## config.mk

```make
export PLATFORM = sky130hd
export DESIGN_NAME = riscv_test_monitor_flat
export DESIGN_NICKNAME = d
export VERILOG_FILES = /design/src/rtl/riscv_test_monitor_if.sv /design/src/rtl/riscv_test_monitor.sv /design/src/flat_wrapper.sv
export SDC_FILE = /design/constraint.sdc
export NUM_CORES = 1
export LEC_CHECK = 0
export CAP_MARGIN = 20
export CORE_ASPECT_RATIO = 0.5
export CORE_MARGIN = 4
export CORE_UTILIZATION = 35
export CTS_BUF_LIST = sky130_fd_sc_hd__clkbuf_4
export CTS_CLUSTER_SIZE = 40
export DETAILED_ROUTE_END_ITERATION = 12
export GPL_ROUTABILITY_DRIVEN = 0
export PLACE_DENSITY = 0.64
export SYNTH_ARGS = -nofsm -noshare
export SYNTH_HDL_FRONTEND = slang
export SYNTH_SLANG_ARGS = --single-unit
```

## constraint.sdc

```tcl
create_clock -name clk -period 2.05 [get_ports clk]
set_input_delay 0.615 -clock clk [delete_from_list [all_inputs] [get_ports clk]]
set_output_delay 0.615 -clock clk [all_outputs]
set_load 0.05 [all_outputs]
```

## src/rtl/riscv_test_monitor_if.sv

```systemverilog
// rtl/riscv_test_monitor_if.sv - core-side sample inputs and verdict outputs of the riscv-tests monitor
interface riscv_test_monitor_if;
    logic        start;
    logic [31:0] pc;
    logic [31:0] gp;
    logic        busy;
    logic        done;
    logic        pass;
    logic        fail;
    logic        timeout;
    logic        hang;
    logic [30:0] fail_testnum;
    logic [31:0] cycles;

    // Core/bench side: drives the arm pulse and the sampled core state.
    modport master (
        output start, pc, gp,
        input  busy, done, pass, fail, timeout, hang, fail_testnum, cycles
    );

    // Monitor side: samples core state and publishes the sticky verdict.
    modport slave (
        input  start, pc, gp,
        output busy, done, pass, fail, timeout, hang, fail_testnum, cycles
    );
endinterface

```

## src/rtl/riscv_test_monitor.sv

```systemverilog
// rtl/riscv_test_monitor.sv - sticky pass/fail/timeout/hang verdict from fetch pc and x3
module riscv_test_monitor #(
    parameter logic [31:0] PASS_PC     = 32'h44,
    parameter int unsigned TIMEOUT     = 5000,
    parameter int unsigned STALL_LIMIT = 64
) (
    input  logic                 clk,
    input  logic                 rst,
    riscv_test_monitor_if.slave  mon
);

    // Last RUN cycle index that still fits inside the budget, and the stall
    // count at which one more repeated pc completes a hang.
    localparam logic [31:0] TIMEOUT_LAST = 32'(TIMEOUT - 1);
    localparam logic [31:0] STALL_LAST   = 32'(STALL_LIMIT - 1);

    typedef enum logic [1:0] {
        IDLE = 2'd0,
        RUN  = 2'd1,
        DONE = 2'd2
    } state_t;

    state_t      state;
    state_t      state_next;

    logic [31:0] cycles_q;
    logic [31:0] stall_q;
    logic [31:0] pc_prev_q;
    logic        pass_q;
    logic        fail_q;
    logic        timeout_q;
    logic        hang_q;
    logic [30:0] fail_testnum_q;

    logic        arm;
    logic        pc_same;
    logic        hit_pass;
    logic        hit_fail;
    logic        hit_timeout;
    logic        hit_hang;

    assign pc_same = (mon.pc == pc_prev_q);

    // State register; reset drops straight back to IDLE regardless of the clock.
    always_ff @(posedge clk or negedge rst) begin
        if (!rst) begin
            state <= IDLE;
        end else begin
            state <= state_next;
        end
    end

    // Next state plus verdict decode; the pass landing point outranks timeout,
    // and timeout outranks hang, so exactly one flag fires per run.
    always_comb begin
        state_next  = state;
        arm         = 1'b0;
        hit_pass    = 1'b0;
        hit_fail    = 1'b0;
        hit_timeout = 1'b0;
        hit_hang    = 1'b0;
        case (state)
            IDLE: begin
                if (mon.start) begin
                    arm        = 1'b1;
                    state_next = RUN;
                end
            end
            RUN: begin
                if (mon.pc == PASS_PC) begin
                    if (mon.gp == 32'h1) begin
                        hit_pass = 1'b1;
                    end else begin
                        hit_fail = 1'b1;
                    end
                end else if (cycles_q == TIMEOUT_LAST) begin
                    hit_timeout = 1'b1;
                end else if ((stall_q == STALL_LAST) && pc_same) begin
                    hit_hang = 1'b1;
                end
                if (hit_pass || hit_fail || hit_timeout || hit_hang) begin
                    state_next = DONE;
                end
            end
            DONE: begin
                if (mon.start) begin
                    arm        = 1'b1;
                    state_next = RUN;
                end
            end
            default: begin
                state_next = IDLE;
            end
        endcase
    end

    // Run counters and verdict registers; the arm edge seeds pc_prev so the
    // first RUN cycle compares against the pc seen while arming.
    always_ff @(posedge clk or negedge rst) begin
        if (!rst) begin
            cycles_q       <= '0;
            stall_q        <= '0;
            pc_prev_q      <= '0;
            pass_q         <= 1'b0;
            fail_q         <= 1'b0;
            timeout_q      <= 1'b0;
            hang_q         <= 1'b0;
            fail_testnum_q <= '0;
        end else if (arm) begin
            cycles_q       <= '0;
            stall_q        <= '0;
            pc_prev_q      <= mon.pc;
            pass_q         <= 1'b0;
            fail_q         <= 1'b0;
            timeout_q      <= 1'b0;
            hang_q         <= 1'b0;
            fail_testnum_q <= '0;
        end else if (state == RUN) begin
            cycles_q  <= (cycles_q == 32'hFFFF_FFFF) ? cycles_q : cycles_q + 32'd1;
            if (pc_same) begin
                stall_q <= (stall_q == 32'hFFFF_FFFF) ? stall_q : stall_q + 32'd1;
            end else begin
                stall_q <= '0;
            end
            pc_prev_q <= mon.pc;
            pass_q    <= hit_pass;
            fail_q    <= hit_fail;
            timeout_q <= hit_timeout;
            hang_q    <= hit_hang;
            if (hit_fail) begin
                fail_testnum_q <= mon.gp[31:1];
            end
        end
    end

    assign mon.busy         = (state == RUN);
    assign mon.done         = (state == DONE);
    assign mon.pass         = pass_q;
    assign mon.fail         = fail_q;
    assign mon.timeout      = timeout_q;
    assign mon.hang         = hang_q;
    assign mon.fail_testnum = fail_testnum_q;
    assign mon.cycles       = cycles_q;

endmodule

```

## src/flat_wrapper.sv

```systemverilog
// flat-port wrapper written by rule: the top's interface ports become plain ports
module riscv_test_monitor_flat 
#(
    parameter logic [31:0] PASS_PC     = 32'h44,
    parameter int unsigned TIMEOUT     = 5000,
    parameter int unsigned STALL_LIMIT = 64
)
  (clk, rst, mon_start, mon_pc, mon_gp, mon_busy, mon_done, mon_pass, mon_fail, mon_timeout, mon_hang, mon_fail_testnum, mon_cycles);
  riscv_test_monitor_if mon_i ();
  input  logic clk;
  input  logic rst;
  input wire logic [$bits(mon_i.start)-1:0] mon_start;
  input wire logic [$bits(mon_i.pc)-1:0] mon_pc;
  input wire logic [$bits(mon_i.gp)-1:0] mon_gp;
  output wire logic [$bits(mon_i.busy)-1:0] mon_busy;
  output wire logic [$bits(mon_i.done)-1:0] mon_done;
  output wire logic [$bits(mon_i.pass)-1:0] mon_pass;
  output wire logic [$bits(mon_i.fail)-1:0] mon_fail;
  output wire logic [$bits(mon_i.timeout)-1:0] mon_timeout;
  output wire logic [$bits(mon_i.hang)-1:0] mon_hang;
  output wire logic [$bits(mon_i.fail_testnum)-1:0] mon_fail_testnum;
  output wire logic [$bits(mon_i.cycles)-1:0] mon_cycles;
  assign mon_i.start = mon_start;
  assign mon_i.pc = mon_pc;
  assign mon_i.gp = mon_gp;
  assign mon_busy = mon_i.busy;
  assign mon_done = mon_i.done;
  assign mon_pass = mon_i.pass;
  assign mon_fail = mon_i.fail;
  assign mon_timeout = mon_i.timeout;
  assign mon_hang = mon_i.hang;
  assign mon_fail_testnum = mon_i.fail_testnum;
  assign mon_cycles = mon_i.cycles;
  riscv_test_monitor #(.PASS_PC(PASS_PC), .TIMEOUT(TIMEOUT), .STALL_LIMIT(STALL_LIMIT)) u_core (.clk(clk), .rst(rst), .mon(mon_i));
endmodule
```

==> run summary <==
status: finished with violations
failing checks: negative setup slack
Reg clk slew, reported paths: 0.12 ns
Max VDD drop: 373 uV
largest net degree at the start of global routing: 50
met3 WL post-DR: 967 um
WL final: 22.9 mm
syn avg cell area: 8.99 um2
post-synth top area cell: dfrtp_1
crit path capture type: flip-flop
Worst Skew: 0.0248 ns
antenna violations before repair: 1
Final min period: 2.25 ns
synth top area cells: dfrtp_1 47%, nand2_1 10%, xor2_1 6.5%
DRT iter0 DRCs: 483
Placed Cells: 1,256
Clock Path Buffers: 2
gr ovfl total: 0
Die X: 210 um
Setup CP Type: reg2reg
DR vias/cell: 5.28
H-tree depth: 4
Post-route DRC: 0
fin util: 53.5%
register area share after synthesis: 46.6%
Final Max Slew Viols: 0
CTS sink cnt: 133
Synth top area share: 46.6%
number of flops mapped to enable cells by yosys: 0
TritonCTS clock tree: built
IO Port Bufs: 135
Slew Limit Headroom: 62.3%
RSZ-0062 raised after global routing: yes
Chip Height: 109 um
Max-cap violations: 0
Cell Rows: 36
Non-Filler Instances: 1,315
HPWL Detailed: 15.6 mm
ys flop type: dfrtp_1
Leakage: 4.80 nW
Arrival @ worst endpoint: 2.72 ns
met2 WL post-DR: 11.2 mm
Detailed Routing Iterations Pass 1: 5
wire length per cell: 17.4 um
Area Overhead vs Synth: 47.6%
share of flip-flops with an asynchronous set or reset: 100%
RR Startpoint: u_core.pc_prev_q[20]
final setup fails: 33
DR vias: 6,949
hold path start: mon_pc[24]
hold_ws: 0.328 ns
Post-Syn Instances: 795
Initial Util: 36.2%
vias in the first global route: 6,910
setup ws final: -0.199 ns
path depth of the worst reg2reg path: 10
Fin. Hold Viols: 0
Synth cell types: 60
critical path required time: 2.52 ns
R2R Path End: u_core.stall_q[3]
crit path max fanout: 7
worst-margin pin slew: 0.565 ns
first-pass GRT wire length: 35.9 mm
Worst Hold Class: in2reg
Final Cycle Share: 110%
Core ar.: 19,700 um2
Nets: 1,104
clock latency on the worst-skew pair: 0.56 ns
syn_nets: 864
share of layout cells above drive strength 1: 33.0%
Highest Signal Layer: met4
Root Buffer: clkbuf_4
Filler Cell Count: 1,783
Worst setup startpoint: u_core.pc_prev_q[20]
WL met1: 10.3 mm
Worst Hold End: u_core.pc_prev_q[24]
startpoint types: flip-flop
Placement Setup Slack: -1.01 ns
cts bufs inserted: 17
die area: 22,900 um2
GRT Overall Usage: 19.5%
Ports: 136
Synth Cell Area: 7140 um2
setup slack, reg-to-reg: -0.20 ns
Pwr Density: 584 nW/um2
Warnings, synthesis: 0
fmax: 0.445 GHz
WHS Path Cells: 3
flops & latches, synth: 133
Post-DRT Antenna Nets: 0
[layer usage]
layer | GRT usage (%) | up-vias
met5 | 0 | -
met4 | 6.89 | 0
met3 | 3.45 | 35
met2 | 31.7 | 187
met1 | 26.4 | 3396
li1 | - | 3331
[power breakdown]
part | internal, W | switching [W] | leakage (nW) | total, W
logic | 0.000535 | 0.000786 | 2.92 | 0.00132
clock network | 0.000869 | 0.00109 | 0.152 | 0.00196
registers | 0.00276 | 0.000118 | 1.73 | 0.00288
total | 0.00417 | 0.00199 | 4.80 | 0.00616
[placed cells by master (no fill, tap or decap), types with 6 or more instances in the layout]
| cell | Yosys | routed |
|---|---|---|
| nand3_1 | 23 | 20 |
| clkdlybuf4s50_1 | 0 | 24 |
| nand4_1 | 25 | 25 |
| dfrtp_1 | 133 | 105 |
| a31oi_1 | 23 | 19 |
| nor3_1 | 11 | 8 |
| a21oi_1 | 21 | 14 |
| clkbuf_4 | 0 | 18 |
| mux2i_1 | 7 | 7 |
| buf_4 | 6 | 172 |
| nand2_1 | 196 | 193 |
| and3_1 | 14 | 13 |
| dfrtp_2 | 0 | 28 |
| o211ai_1 | 8 | 8 |
| nor2_1 | 50 | 48 |
| nor4_1 | 35 | 21 |
| o21ai_1 | 9 | 15 |
| nor4_2 | 0 | 9 |
| o21ai_0 | 35 | 27 |
| xor2_1 | 53 | 53 |
| buf_12 | 0 | 11 |
| buf_6 | 2 | 8 |
| nand2b_1 | 8 | 6 |
| dlymetal6s2s_1 | 0 | 19 |
| o31ai_1 | 11 | 8 |
| dlygate4sd2_1 | 0 | 20 |
| and4_1 | 8 | 7 |
| a21oi_2 | 0 | 7 |
| nor4_4 | 2 | 7 |
| o211ai_2 | 6 | 6 |
[final cells by class]
cell class              instances  area [um2]  share of cell area [%]
flip-flops and latches        133        3360                    31.9
clock inverters                14         176                    1.67
multi-input cells             613        4070                    38.6
diodes                          1        2.50                  0.0237
inverters                       6        30.0                   0.285
clock buffers                  18         135                    1.28
well taps                     266         333                    3.16
repair buffers                264        2430                    23.1
[timing repair]
| action | CTS | global route |
|---|---|---|
| endpoints found under the setup margin | 70 | 75 |
| hold endpoints to repair | 19 | 0 |
| cloned | 4 | 1 |
| gates resized for setup | 63 | 92 |
| pin swaps | 21 | 35 |
| hold buffers | 1 | 0 |
| buffers inserted | 13 | 9 |
[synth_stat cells, drive strengths merged (7+ instances only)]
library cell	instances
a21oi	21
a31oi	23
and3	15
and4	9
buf	25
clkbuf	18
dfrtp	133
mux2i	7
nand2	196
nand2b	8
nand3	26
nand4	27
nor2	50
nor3	14
nor4	37
nor4b	7
o211ai	14
o21ai	44
o31ai	11
xor2	53
[kinds of logic after synthesis]
family / count (synthesis) / share of synthesized area (%)
AND/OR/NAND/NOR: 409 / 29.2
AO/OA/AOI/OAI: 139 / 12.6
XOR/XNOR: 56 / 6.87
flip-flops: 133 / 46.6
adder cells (fa/ha/maj): 2 / 0.350
buffers and inverters: 49 / 3.40
multiplexers: 7 / 0.981
[worst max-delay path by stage]
stage | end | depth (start not counted) | slack (ns)
final | u_core.stall_q[3] | 10 | -0.20
after global routing | u_core.stall_q[17] | 7 | -0.29
after CTS | u_core.stall_q[27] | 10 | -0.09
after detailed placement | u_core.mon.fail_testnum[10] | 9 | -1.01
after global placement | u_core.mon.fail_testnum[8] | 9 | -0.98
after floorplan | u_core.stall_q[20] | 8 | 0.03
[critical path, stage by stage (launching register included)]
cell and delay, ns:
dfrtp_1 0.41, xor2_1 0.18, nor4_2 0.38, buf_4 0.17, nand4_1 0.10, buf_6 0.16
nor3_4 0.16, buf_6 0.15, buf_12 0.14, nand2_8 0.07, o31ai_4 0.23
[registers in the layout, summed over array words and instances, names as in the netlist]
name / cells
u_core.mon.fail_testnum: 31
u_core.mon.timeout: 1
u_core.mon.fail: 1
u_core.stall_q: 32
u_core.state: 2
u_core.mon.pass: 1
u_core.mon.cycles: 32
u_core.mon.hang: 1
u_core.pc_prev_q: 32
[per-stage QoR]
stage               total power (W)  cell area (um2)  setup TNS, ns
global placement            0.00417             9400         -72.30
finish                      0.00616            10500          -4.15
detailed placement          0.00419             9400         -71.48
floorplan                   0.00353             7190              0
CTS                         0.00618            10100          -1.82
global route                0.00646            10500          -7.81
No activity file was read; power rests on OpenSTA's default activity.
